[src/rtl/dmem_arbiter_pkg.sv]
// Shared definitions for the data-memory arbiter: FSM encodings, port IDs,
// memory-latency bounds and the saturating counter helper.
package dmem_arbiter_pkg;

  typedef enum logic [1:0] {
    IDLE  = 2'd0,
    ISSUE = 2'd1,
    WAIT  = 2'd2,
    DONE  = 2'd3
  } arb_state_e;

  localparam logic PORT_C = 1'b0;
  localparam logic PORT_L = 1'b1;

  localparam int MEM_LAT_MIN = 1;
  localparam int MEM_LAT_MAX = 4;

`ifdef DMEM_ARB_STATS_EN
  localparam bit STATS_EN = 1'b1;
`else
  localparam bit STATS_EN = 1'b0;
`endif

  function automatic logic [15:0] sat_inc16(input logic [15:0] value);
    return (value == 16'hFFFF) ? value : value + 16'd1;
  endfunction

endpackage

[src/rtl/dmem_arbiter_rr_arb2.sv]
// Two-way round-robin grant picker; combinational, the last grant is held by
// the caller. req[0]/grant[0] is port C, req[1]/grant[1] is port L.
module rr_arb2
  import dmem_arbiter_pkg::*;
(
  input  logic [1:0] req,
  input  logic       last_grant,
  input  logic       enable,
  output logic [1:0] grant
);

  // One-hot grant: a lone requester wins, a tie goes to the port not served last.
  always_comb begin
    grant = 2'b00;
    if (!enable) begin
      grant = 2'b00;
    end else if (req == 2'b11) begin
      grant = (last_grant == PORT_L) ? 2'b01 : 2'b10;
    end else begin
      grant = req;
    end
  end

endmodule

[src/rtl/dmem_arbiter.sv]
// Single-port data memory arbiter between CPU (C) and loader (L) requesters.
// Optional grant/conflict statistics are enabled with `define DMEM_ARB_STATS_EN.
module dmem_arbiter
  import dmem_arbiter_pkg::*;
#(
  parameter int ADDR_W  = 32,
  parameter int DATA_W  = 32,
  parameter int MEM_LAT = 1
) (
  input  logic              clk,
  input  logic              rst,
  input  logic              c_valid,
  output logic              c_ready,
  input  logic              c_we,
  input  logic [ADDR_W-1:0] c_addr,
  input  logic [DATA_W-1:0] c_wdata,
  output logic              c_rvalid,
  output logic [DATA_W-1:0] c_rdata,
  input  logic              l_valid,
  output logic              l_ready,
  input  logic              l_we,
  input  logic [ADDR_W-1:0] l_addr,
  input  logic [DATA_W-1:0] l_wdata,
  output logic              l_rvalid,
  output logic [DATA_W-1:0] l_rdata,
  output logic              m_en,
  output logic              m_we,
  output logic [ADDR_W-1:0] m_addr,
  output logic [DATA_W-1:0] m_wdata,
  input  logic [DATA_W-1:0] m_rdata
`ifdef DMEM_ARB_STATS_EN
  ,
  output logic [15:0]       c_grant_cnt,
  output logic [15:0]       l_grant_cnt,
  output logic [15:0]       conflict_cnt
`endif
);

  if (MEM_LAT < MEM_LAT_MIN || MEM_LAT > MEM_LAT_MAX) begin : g_bad_mem_lat
    $error("dmem_arbiter: MEM_LAT out of range 1..4");
  end

  localparam logic [2:0] LAT_LOAD = 3'(MEM_LAT);

  arb_state_e        state_r;
  logic              last_grant_r;
  logic              owner_r;
  logic              owner_we_r;
  logic [2:0]        cnt_r;
  logic              m_en_r;
  logic              m_we_r;
  logic [ADDR_W-1:0] m_addr_r;
  logic [DATA_W-1:0] m_wdata_r;
  logic              c_rvalid_r;
  logic              l_rvalid_r;
  logic [DATA_W-1:0] c_rdata_r;
  logic [DATA_W-1:0] l_rdata_r;

  logic              idle_s;
  logic [1:0]        grant_s;
  logic              accept_s;
  logic              sel_port_s;
  logic              sel_we_s;
  logic [ADDR_W-1:0] sel_addr_s;
  logic [DATA_W-1:0] sel_wdata_s;
  logic [DATA_W-1:0] capture_s;

  // Ready is combinational and must read 0 while reset is held.
  assign idle_s = rst & (state_r == IDLE);

  rr_arb2 u_rr_arb2 (
    .req        ({l_valid, c_valid}),
    .last_grant (last_grant_r),
    .enable     (idle_s),
    .grant      (grant_s)
  );

  assign c_ready    = grant_s[0];
  assign l_ready    = grant_s[1];
  assign accept_s   = grant_s[0] | grant_s[1];
  assign sel_port_s = grant_s[1] ? PORT_L : PORT_C;
  assign capture_s  = owner_we_r ? {DATA_W{1'b0}} : m_rdata;

  // Payload of the granted requester.
  always_comb begin
    sel_we_s    = c_we;
    sel_addr_s  = c_addr;
    sel_wdata_s = c_wdata;
    if (grant_s[1]) begin
      sel_we_s    = l_we;
      sel_addr_s  = l_addr;
      sel_wdata_s = l_wdata;
    end else begin
      sel_we_s    = c_we;
      sel_addr_s  = c_addr;
      sel_wdata_s = c_wdata;
    end
  end

  // Transaction FSM: accept, single-cycle memory strobe, latency count, response.
  always_ff @(posedge clk or negedge rst) begin
    if (!rst) begin
      state_r      <= IDLE;
      last_grant_r <= PORT_L;
      owner_r      <= PORT_C;
      owner_we_r   <= 1'b0;
      cnt_r        <= 3'd0;
      m_en_r       <= 1'b0;
      m_we_r       <= 1'b0;
      m_addr_r     <= {ADDR_W{1'b0}};
      m_wdata_r    <= {DATA_W{1'b0}};
      c_rvalid_r   <= 1'b0;
      l_rvalid_r   <= 1'b0;
      c_rdata_r    <= {DATA_W{1'b0}};
      l_rdata_r    <= {DATA_W{1'b0}};
    end else begin
      case (state_r)
        IDLE: begin
          if (accept_s) begin
            owner_r      <= sel_port_s;
            owner_we_r   <= sel_we_s;
            last_grant_r <= sel_port_s;
            m_en_r       <= 1'b1;
            m_we_r       <= sel_we_s;
            m_addr_r     <= sel_addr_s;
            m_wdata_r    <= sel_wdata_s;
            state_r      <= ISSUE;
          end else begin
            state_r <= IDLE;
          end
        end
        ISSUE: begin
          m_en_r  <= 1'b0;
          m_we_r  <= 1'b0;
          cnt_r   <= LAT_LOAD;
          state_r <= WAIT;
        end
        WAIT: begin
          cnt_r <= cnt_r - 3'd1;
          if (cnt_r == 3'd1) begin
            if (owner_r == PORT_C) begin
              c_rvalid_r <= 1'b1;
              c_rdata_r  <= capture_s;
            end else begin
              l_rvalid_r <= 1'b1;
              l_rdata_r  <= capture_s;
            end
            state_r <= DONE;
          end else begin
            state_r <= WAIT;
          end
        end
        DONE: begin
          c_rvalid_r <= 1'b0;
          l_rvalid_r <= 1'b0;
          state_r    <= IDLE;
        end
        default: begin
          m_en_r     <= 1'b0;
          m_we_r     <= 1'b0;
          c_rvalid_r <= 1'b0;
          l_rvalid_r <= 1'b0;
          state_r    <= IDLE;
        end
      endcase
    end
  end

  assign m_en     = m_en_r;
  assign m_we     = m_we_r;
  assign m_addr   = m_addr_r;
  assign m_wdata  = m_wdata_r;
  assign c_rvalid = c_rvalid_r;
  assign l_rvalid = l_rvalid_r;
  assign c_rdata  = c_rdata_r;
  assign l_rdata  = l_rdata_r;

`ifdef DMEM_ARB_STATS_EN
  logic [15:0] c_grant_cnt_r;
  logic [15:0] l_grant_cnt_r;
  logic [15:0] conflict_cnt_r;

  // Saturating accept and contention counters.
  always_ff @(posedge clk or negedge rst) begin
    if (!rst) begin
      c_grant_cnt_r  <= 16'd0;
      l_grant_cnt_r  <= 16'd0;
      conflict_cnt_r <= 16'd0;
    end else begin
      if (grant_s[0]) begin
        c_grant_cnt_r <= sat_inc16(c_grant_cnt_r);
      end else begin
        c_grant_cnt_r <= c_grant_cnt_r;
      end
      if (grant_s[1]) begin
        l_grant_cnt_r <= sat_inc16(l_grant_cnt_r);
      end else begin
        l_grant_cnt_r <= l_grant_cnt_r;
      end
      if ((state_r == IDLE) && c_valid && l_valid) begin
        conflict_cnt_r <= sat_inc16(conflict_cnt_r);
      end else begin
        conflict_cnt_r <= conflict_cnt_r;
      end
    end
  end

  assign c_grant_cnt  = c_grant_cnt_r;
  assign l_grant_cnt  = l_grant_cnt_r;
  assign conflict_cnt = conflict_cnt_r;
`endif

endmodule
[config.mk]
export PLATFORM = sky130hd
export DESIGN_NAME = dmem_arbiter
export DESIGN_NICKNAME = d
export VERILOG_FILES = /design/src/rtl/dmem_arbiter_pkg.sv /design/src/rtl/dmem_arbiter_rr_arb2.sv /design/src/rtl/dmem_arbiter.sv
export SDC_FILE = /design/constraint.sdc
export NUM_CORES = 1
export LEC_CHECK = 0
export ABC_CLOCK_PERIOD_IN_PS = 1600
export BUFFER_PORTS_ARGS = -buffer_cell sky130_fd_sc_hd__buf_2
export CORE_AREA = 10 10 133 135
export CTS_CLUSTER_SIZE = 16
export DETAILED_ROUTE_END_ITERATION = 16
export DIE_AREA = 0 0 143 145
export GPL_TIMING_DRIVEN = 0
export PLACE_DENSITY_LB_ADDON = 0.3
export SYNTH_ARGS = -nofsm -noshare
export SYNTH_HDL_FRONTEND = slang
export SYNTH_SLANG_ARGS = --single-unit
[constraint.sdc]
create_clock -name clk -period 1.6 [get_ports clk]
set_input_delay 0.08 -clock clk [delete_from_list [all_inputs] [get_ports clk]]
set_output_delay 0.08 -clock clk [all_outputs]
set_load 0.1 [all_outputs]
# After elaboration in Yosys (flattened, before gate mapping)
# Index checks and enable logic that the tools add are counted.
[totals]
ff_bits = 140
inputBits = 166
out_inout_bits = 134
elab_cells = 58
[classes]
add_sub_neg = 1
n_eq_ne = 9
muxes = 22
bitwise_logic = 3
reduce_logical = 10
[ops]
columns = ["op", "count"]
rows = [
  ["two-way mux 32 bit", 3],
  ["AND reduction 3 bit", 4],
  ["two-way mux 1 bit", 10],
  ["inequality test 2 bit (second input constant)", 4],
  ["one-hot mux 1 bit (2 select lines)", 4],
  ["one-hot mux 2 bit (4 select lines)", 1],
  ["== test 2 bit (second input constant)", 3],
  ["two-way mux 2 bit", 3],
  ["one-hot mux 3 bit (2 select lines)", 1],
  ["nonzero test 2 bit", 3],
  ["AND reduction 2 bit", 2],
  ["== test 3 x 1 -> 1 bit (second input constant)", 1],
  ["subtractor 3 x 1 -> 3 bit (second input constant)", 1],
  ["== test 2 x 1 -> 1 bit (second input constant)", 1],
  ["logical NOT 2 bit", 1],
  ["AND 1 bit", 1],
  ["NOT 1 bit", 1],
  ["OR 1 bit", 1],
]

# Logic depth before layout (Yosys ltp)
# Gate-level depths: netlist of run 1.
[logic_depth]
word_depth = 6
mapped_depth = 9

# Cells and area by module
# A second synthesis of run 1 with hierarchy kept.
[hier_totals]
hier_cells = 584
area_unflattened_um2 = 6152.2
[by_module_without_submodules]
columns = ["mod", "n_inst", "cells_each", "area_each_um2", "seq_area_each_um2"]
rows = [
  ["dmem_arbiter", 1, 579, 6130.9, 3504.6],
  ["rr_arb2", 1, 5, 21.3, 0.0],
]

# Worst setup path before layout of run 1
# No wires, ideal clock.
[synth_path]
kind = "register to register"
startpoint = "register state_r[0]"
endpoint = "register m_wdata_r[2] (netlist: m_wdata[2])"
setup_time_ns = 0.152
arrival_ns = 1.849
required_ns = 1.448
slack_ns = -0.401
path_stages_with_launch = 9
n_path_buf = 3
synth_period_minus_slack_ns = 2.001
path_cell_list = "dfrtp_1 inv_1 ha_1 and3_1 buf_2 and2_1 buf_2 buf_2 o211ai_1"
[synth_between]
elab_chain_cells = 5
elab_cells_between_ends = 6
[synth_lines]
columns = ["item", "line", "rtl"]
rows = [
  ["start, declared", "dmem_arbiter.sv:45", "arb_state_e state_r;"],
  ["start signal, assigned", "dmem_arbiter.sv:103", "state_r <= IDLE;"],
  ["start signal, assigned", "dmem_arbiter.sv:127", "state_r <= ISSUE;"],
  ["start signal, assigned", "dmem_arbiter.sv:129", "state_r <= IDLE;"],
  ["logical NOT 2 bit (*)", "dmem_arbiter.sv:69", "assign idle_s = rst & (state_r == IDLE);"],
  ["AND 1 bit (*)", "dmem_arbiter.sv:69", ""],
  ["two-way mux 2 bit (*)", "dmem_arbiter_rr_arb2.sv:15", "if (!enable) begin"],
  ["named net l_ready", "dmem_arbiter.sv:20", "output logic l_ready,"],
  ["OR 1 bit", "dmem_arbiter.sv:80", "assign accept_s = grant_s[0] | grant_s[1];"],
  ["AND reduction 2 bit (no line)", "--", ""],
  ["end signal, assigned", "dmem_arbiter.sv:111", "m_wdata_r <= {DATA_W{1'b0}};"],
  ["end signal, assigned", "dmem_arbiter.sv:126", "m_wdata_r <= sel_wdata_s;"],
  ["end, declared", "dmem_arbiter.sv:53", "logic [DATA_W-1:0] m_wdata_r;"],
]
# The timed path passes the listed nets; every way through them passes the cells marked *.
# A chain may end at the register's enable or synchronous reset.

# Worst setup path after layout of run 1
[layout_path]
startpoint = "register state_r[0]"
endpoint = "output l_ready"
[layout_between]
elab_chain_cells = 3
[layout_lines]
columns = ["item", "line"]
rows = [
  ["logical NOT 2 bit", "dmem_arbiter.sv:69"],
  ["AND 1 bit", "dmem_arbiter.sv:69"],
  ["two-way mux 2 bit", "dmem_arbiter_rr_arb2.sv:15"],
  ["end, declared", "dmem_arbiter.sv:20"],
]
# No other way between the ends.

==> results of run 1 <==
-- cell type report --
type                    count  share of cell area
multi-input cells         461               0.228
flip-flops and latches    140               0.314
diodes                      5             0.00112
well taps                 188              0.0211
inverters                   8             0.00269
repair buffers            507               0.334
plain buffers              52              0.0450
clock buffers              19              0.0397
clock inverters            13              0.0147
-- per-layer routing --
layer	up-vias	share of wire	track usage
met5	-	0	0
met4	0	0.044	0.125
met3	101	0.11	0.0975
met2	445	0.49	0.387
met1	3476	0.36	0.265
li1	3327	-	-
-- final timing paths --
path / endpoint / from / slack (ns)
max in group asynchronous: m_addr[25] / rst / 1.12
hold / removal: c_rdata[4] / rst / -0.33
setup / recovery: l_ready / state_r[0] / -0.18
hold reg to reg: c_rdata[31] / c_rdata[31] / 0.47
min in group clk: owner_we_r / c_we / 0.05
setup reg to reg: m_wdata[27] / state_r[0] / -0.17
-- state kept, by name (all words and copies together) (netlist names), 2 cells and up --
signal   count
m_addr      32
c_rdata     32
l_rdata     32
state_r      2
m_wdata     32
cnt_r        3
-- layout by cell type (no fill, tap or decap), types with 27 or more instances in the layout --
cell             n
o211ai_1        56
nand3_1         66
nand2_1        193
buf_2          299
dfrtp_1        139
buf_4           35
nand2b_1        33
clkbuf_16       27
dlygate4sd3_1  161
o21ai_0         60
-- metrics by stage --
| step | cells | TNS [ns] | hold slack (ns) | setup slack [ns] |
|---|---|---|---|---|
| final | 1393 | -5.89 | -0.326 | -0.180 |
| after global routing | 1392 | -11.39 | -0.306 | -0.254 |
| after CTS | 1354 | -5.79 | -0.315 | -0.190 |
| after detailed placement | 1151 | -34.41 | 0.110 | -0.472 |
| after global placement | 1150 | -435.41 | 0.327 | -2.83 |
| after floorplan | 663 | 0 | -0.216 | 0.00410 |
-- logic make-up (layout without fill, tap and decap cells) --
group	count (synthesis)	after routing	share of synthesized area
adders and majority gates	7	7	0.0141
buffers and inverters	62	599	0.0433
muxes	1	1	0.00162
other	0	5	0
and+or+nand+nor	311	311	0.222
DFF	140	140	0.566
AOI/OAI and AO/OA	142	142	0.153
-- what timing repair did --
item / 4_1_cts / 5_1_grt
gates resized for setup: 53 / 134
setup endpoints to repair: 134 / 132
buffers inserted: 12 / 21
pin swaps: 2 / 41
cloned: 0 / 13
endpoints found under the hold margin: 188 / 59
==> results.md, run 1 <==
* Global-route wire length before repair at 39.9 mm
* Seq/Total Area, Yosys at 0.566
* Final worst slack at -0.180 ns
* Synthesized flop and latch total at 140
* Worst Path Arrival at 1.70 ns
* Mean Syn Cell Area at 9.34 sq um
* Flip-flop and latch area at 3500 sq um
* Outcome: finished with violations
* Skew final at 0.0105 ns
* Post-layout util at 0.742
* Via/cell ratio at 5.28
* Number of remaining DRC errors at 0
* Total GRT Usage at 0.240
* Worst path depth at 6
* CP Data Required Time at 1.52 ns
* Max incr delay on CP at 0.39 ns
* Clock root cell: clkbuf_16
* Worst-path cell chain: inv_2 > ha_4 > and3_4 > and2_4 > buf_8 > buf_12
* WL/cell at 20.3 um
* Final setup fails at 62
* Die Area at 20700 sq um
* Die width at 143 um
* Slew HR at 0.569
* Iteration count of the initial detailed-routing pass at 5
* P&R area growth vs syn at 80.2%
* Dpl cell area at 7990 sq um
* Slew @ Worst Pin at 0.646 ns
* Most numerous cell in the Yosys netlist: nand2_1
* Post-synth EDFFs at 0
* Crit path buf inv count at 3
* Worst-skew pair later-pin latency at 0.41 ns
* CTS tree: done
* Final ANT Viol Nets at 0
* Netlist cell types at 32
* Row count at 45
* Cts hold-fix bufs at 161
* Count of mapped cells out of synthesis at 663
* Worst-case clock buffer depth at 2
* Max Slew Vio Count at 0
* YS warnings at 0
* Post-synthesis cell area at 6190 sq um
* Crit-path leading delay family: flip-flops
* RSZ-0062 raised after global routing: true
* Yosys top cell area share at 0.562
* WHS at -0.326 ns
* Starting density of the core at 0.412
* Syn nets at 836
* Crit path time final at 1.78 ns
* Vias in the first global route at 7478
* Grt ovf at 0
* Ranking of synthesized cells by area: dfrtp_1, nand2_1, o211ai_1
* Largest net degree at the start of global routing at 81
* Multi-input gate area at 2540 sq um
* Synth top cells by count: nand2_1, dfrtp_1, nand3_1
* Clk slew on worst S/H paths at 0.06 ns
* Dpl hpwl at 16.3 mm
* Worst setup SP type: flip-flop
* Core box area at 15000 sq um
* Gp weighted congestion at 0.849
* Ys flop type: dfrtp_1
* Slowest cell on crit path: dfrtp_1
* Nets at 1360
* Failing checks: hold timing, setup timing
* CTS Sinks at 140
* Vias at 7349
* Ys async rst share at 1.00
* Die height at 145 um
* Filler cells at 991
* Number of H-tree levels at 4
* Cell taking the most area after synthesis: dfrtp_1
* First DRT Iteration DRCs at 440
* Layout cells sized above 1 at 0.378
* WL final at 28.3 mm
* Initial antenna violation count at 4
* Class of the worst hold path: in2async
* Fmax at 0.562 GHz
* Fin crit share at 1.11
* # IOs at 300
* Port Buffer Count at 299
* Critical Path Sink Type: output pin
* Design area at 11200 sq um
* Final Hold Vio Count at 59
* # Max-Cap Violations at 0
* R2r worst-path depth at 9
* Crit Path Category: reg2out
* Max FO, Critical Path at 4
* CTS buffer count at 17
Power of run 1 is left out: the tool's default activity adds up to more than one toggle a clock period on the data nets, which glitch-free logic cannot reach.
==> inputs of run 2 (changes only) <==
- CORE_AREA: 10 10 133 135 -> 2 2 125 127
- DIE_AREA: 0 0 143 145 -> 0 0 127 129
- PLACE_DENSITY: not set -> 0.76
- PLACE_DENSITY_LB_ADDON: 0.3 -> not set
==> results.md, run 2 (synthesis results as in run 1) <==
* Final worst slack at -0.145 ns (was -0.180 ns)
* WL final at 26.9 mm (was 28.3 mm)
* Non-filler instance count after layout at 1381 (was 1393)
* WL/cell at 19.5 um (was 20.3 um)
* Class of the worst hold path: in2async (unchanged)
* Clk slew on worst S/H paths at 0.06 ns (about the same)
* Die Area at 16400 sq um (was 20700 sq um)
* Slowest cell on crit path: dfrtp_1 (unchanged)
* Largest net degree at the start of global routing at 92 (was 81)
* R2r worst-path depth at 7 (was 9)
* Total GRT Usage at 0.296 (was 0.240)
* Worst-case clock buffer depth at 2 (unchanged)
* Initial antenna violation count at 0 (was 4)
* Worst-path cell chain: inv_2 > ha_4 > and3_4 > and2_4 > buf_8 > buf_12 (unchanged)
* WHS at -0.380 ns (was -0.326 ns)
* Clock root cell: clkbuf_16 (unchanged)
* Number of remaining DRC errors at 0 (unchanged)
* Vias at 7644 (was 7349)
* Worst path depth at 6 (unchanged)
* Nets at 1353 (was 1360)
* # IOs at 300 (unchanged)
* Fmax at 0.573 GHz (was 0.562 GHz)
* CTS buffer count at 17 (unchanged)
* Core box area at 15000 sq um (about the same)
* Worst setup SP type: flip-flop (unchanged)
* Crit Path Category: reg2out (unchanged)
* Final Hold Vio Count at 49 (was 59)
* CTS tree: done (unchanged)
* Critical Path Sink Type: output pin (unchanged)
* Die width at 127 um (was 143 um)
* P&R area growth vs syn at 79.1% (was 80.2%)
* Crit path time final at 1.74 ns (was 1.78 ns)
* Slew HR at 0.624 (was 0.569)
* First DRT Iteration DRCs at 514 (was 440)
* Commonest non-fill, non-tap cells in the layout: buf_2, nand2_1, dlygate4sd3_1 (unchanged)
* Via/cell ratio at 5.54 (was 5.28)
* Sum of negative setup slack at -0.607 ns (was -5.89 ns)
* Failing checks: hold timing, setup timing (unchanged)
* Row count at 45 (unchanged)
* RSZ-0062 raised after global routing: true (unchanged)
* Vias in the first global route at 7729 (was 7478)
* R2R Setup Slk at -0.05 ns (was -0.17 ns)
* Gp weighted congestion at 0.838 (was 0.849)
* CP startpoint: state_r[1] (was state_r[0])
* Max incr delay on CP at 0.38 ns (was 0.39 ns)
* # Max-Cap Violations at 0 (unchanged)
* Cts hold-fix bufs at 161 (unchanged)
* CP Data Required Time at 1.52 ns (about the same)
* Number of H-tree levels at 4 (unchanged)
* Crit path buf inv count at 3 (unchanged)
* Worst-skew pair later-pin latency at 0.42 ns (was 0.41 ns)
* Port Buffer Count at 299 (unchanged)
* Commonest non-fill, non-tap cell in the layout: buf_2 (unchanged)
* Outcome: finished with violations (unchanged)
* Slew @ Worst Pin at 0.567 ns (was 0.646 ns)
* Reg2reg start: state_r[1] (was state_r[0])
* Global-route wire length before repair at 38.2 mm (was 39.9 mm)
* Grt ovf at 0 (unchanged)
* Antenna Cells at 0 (was 5)
* Final ANT Viol Nets at 0 (unchanged)
* Pre-CTS WS at -0.357 ns (was -0.472 ns)
* # placed instances at 1151 (unchanged)
* CTS Sinks at 140 (unchanged)
* Crit-path leading delay family: flip-flops (unchanged)
* Die height at 129 um (was 145 um)
* Starting density of the core at 0.413 (was 0.412)
* Dpl hpwl at 14.3 mm (was 16.3 mm)
* Fin crit share at 1.09 (was 1.11)
* R2r endpoint: m_we (was m_wdata[27])
* Final setup fails at 19 (was 62)
* Skew final at 0.0130 ns (was 0.0105 ns)
* Layout cells sized above 1 at 0.381 (was 0.378)
* CP Capture Point: l_ready (unchanged)
* Max FO, Critical Path at 4 (unchanged)
* Worst Path Arrival at 1.66 ns (was 1.70 ns)
* Max Slew Vio Count at 0 (unchanged)
* Iteration count of the initial detailed-routing pass at 5 (unchanged)
==> run 2: worst min-delay path by stage <==
stage,depth (start not counted),endpoint,start
3_3_place_gp,3,m_addr[27],l_addr[27]
2_1_floorplan,0,c_rdata[0],rst
5_1_grt,1,c_rdata[9],rst
3_5_place_dp,1,c_rdata[11],rst
4_1_cts,1,c_rdata[11],rst
6_report,1,c_rdata[10],rst
==> run 2: timing repair <==
item / in CTS / in global routing
cloned: 1 / 8
setup endpoints to repair: 134 / 134
resized for setup: 74 / 114
hold endpoints to repair: 175 / 48
pin swaps: 4 / 15
buffers inserted: 19 / 12
==> run 2: through the flow <==
stage	cell area [sq um]	util
after floorplan	6220	-
after global placement	7960	0.531
after detailed placement	7990	0.534
after CTS	10600	0.708
after global routing	11100	0.740
final	11100	0.740
==> run 2: area by class of cell <==
type / count / area [sq um]
fillers: 914 / 3890
well taps: 188 / 235
inverters: 8 / 30.0
plain buffers: 52 / 495
repair buffers: 500 / 3650
multi-input cells: 461 / 2540
clock inverters: 14 / 193
clock buffers: 18 / 439
flip-flops and latches: 140 / 3500
==> run 2: layer usage <==
| metal | wire length (um) | global-route usage | up-vias |
|---|---|---|---|
| li1 | - | - | 3305 |
| met1 | 9740 | 0.344 | 3663 |
| met2 | 13200 | 0.497 | 530 |
| met3 | 2380 | 0.0753 | 146 |
| met4 | 1560 | 0.178 | 0 |
| met5 | 0 | 0 | - |
Power of run 2 is left out for the same reason.
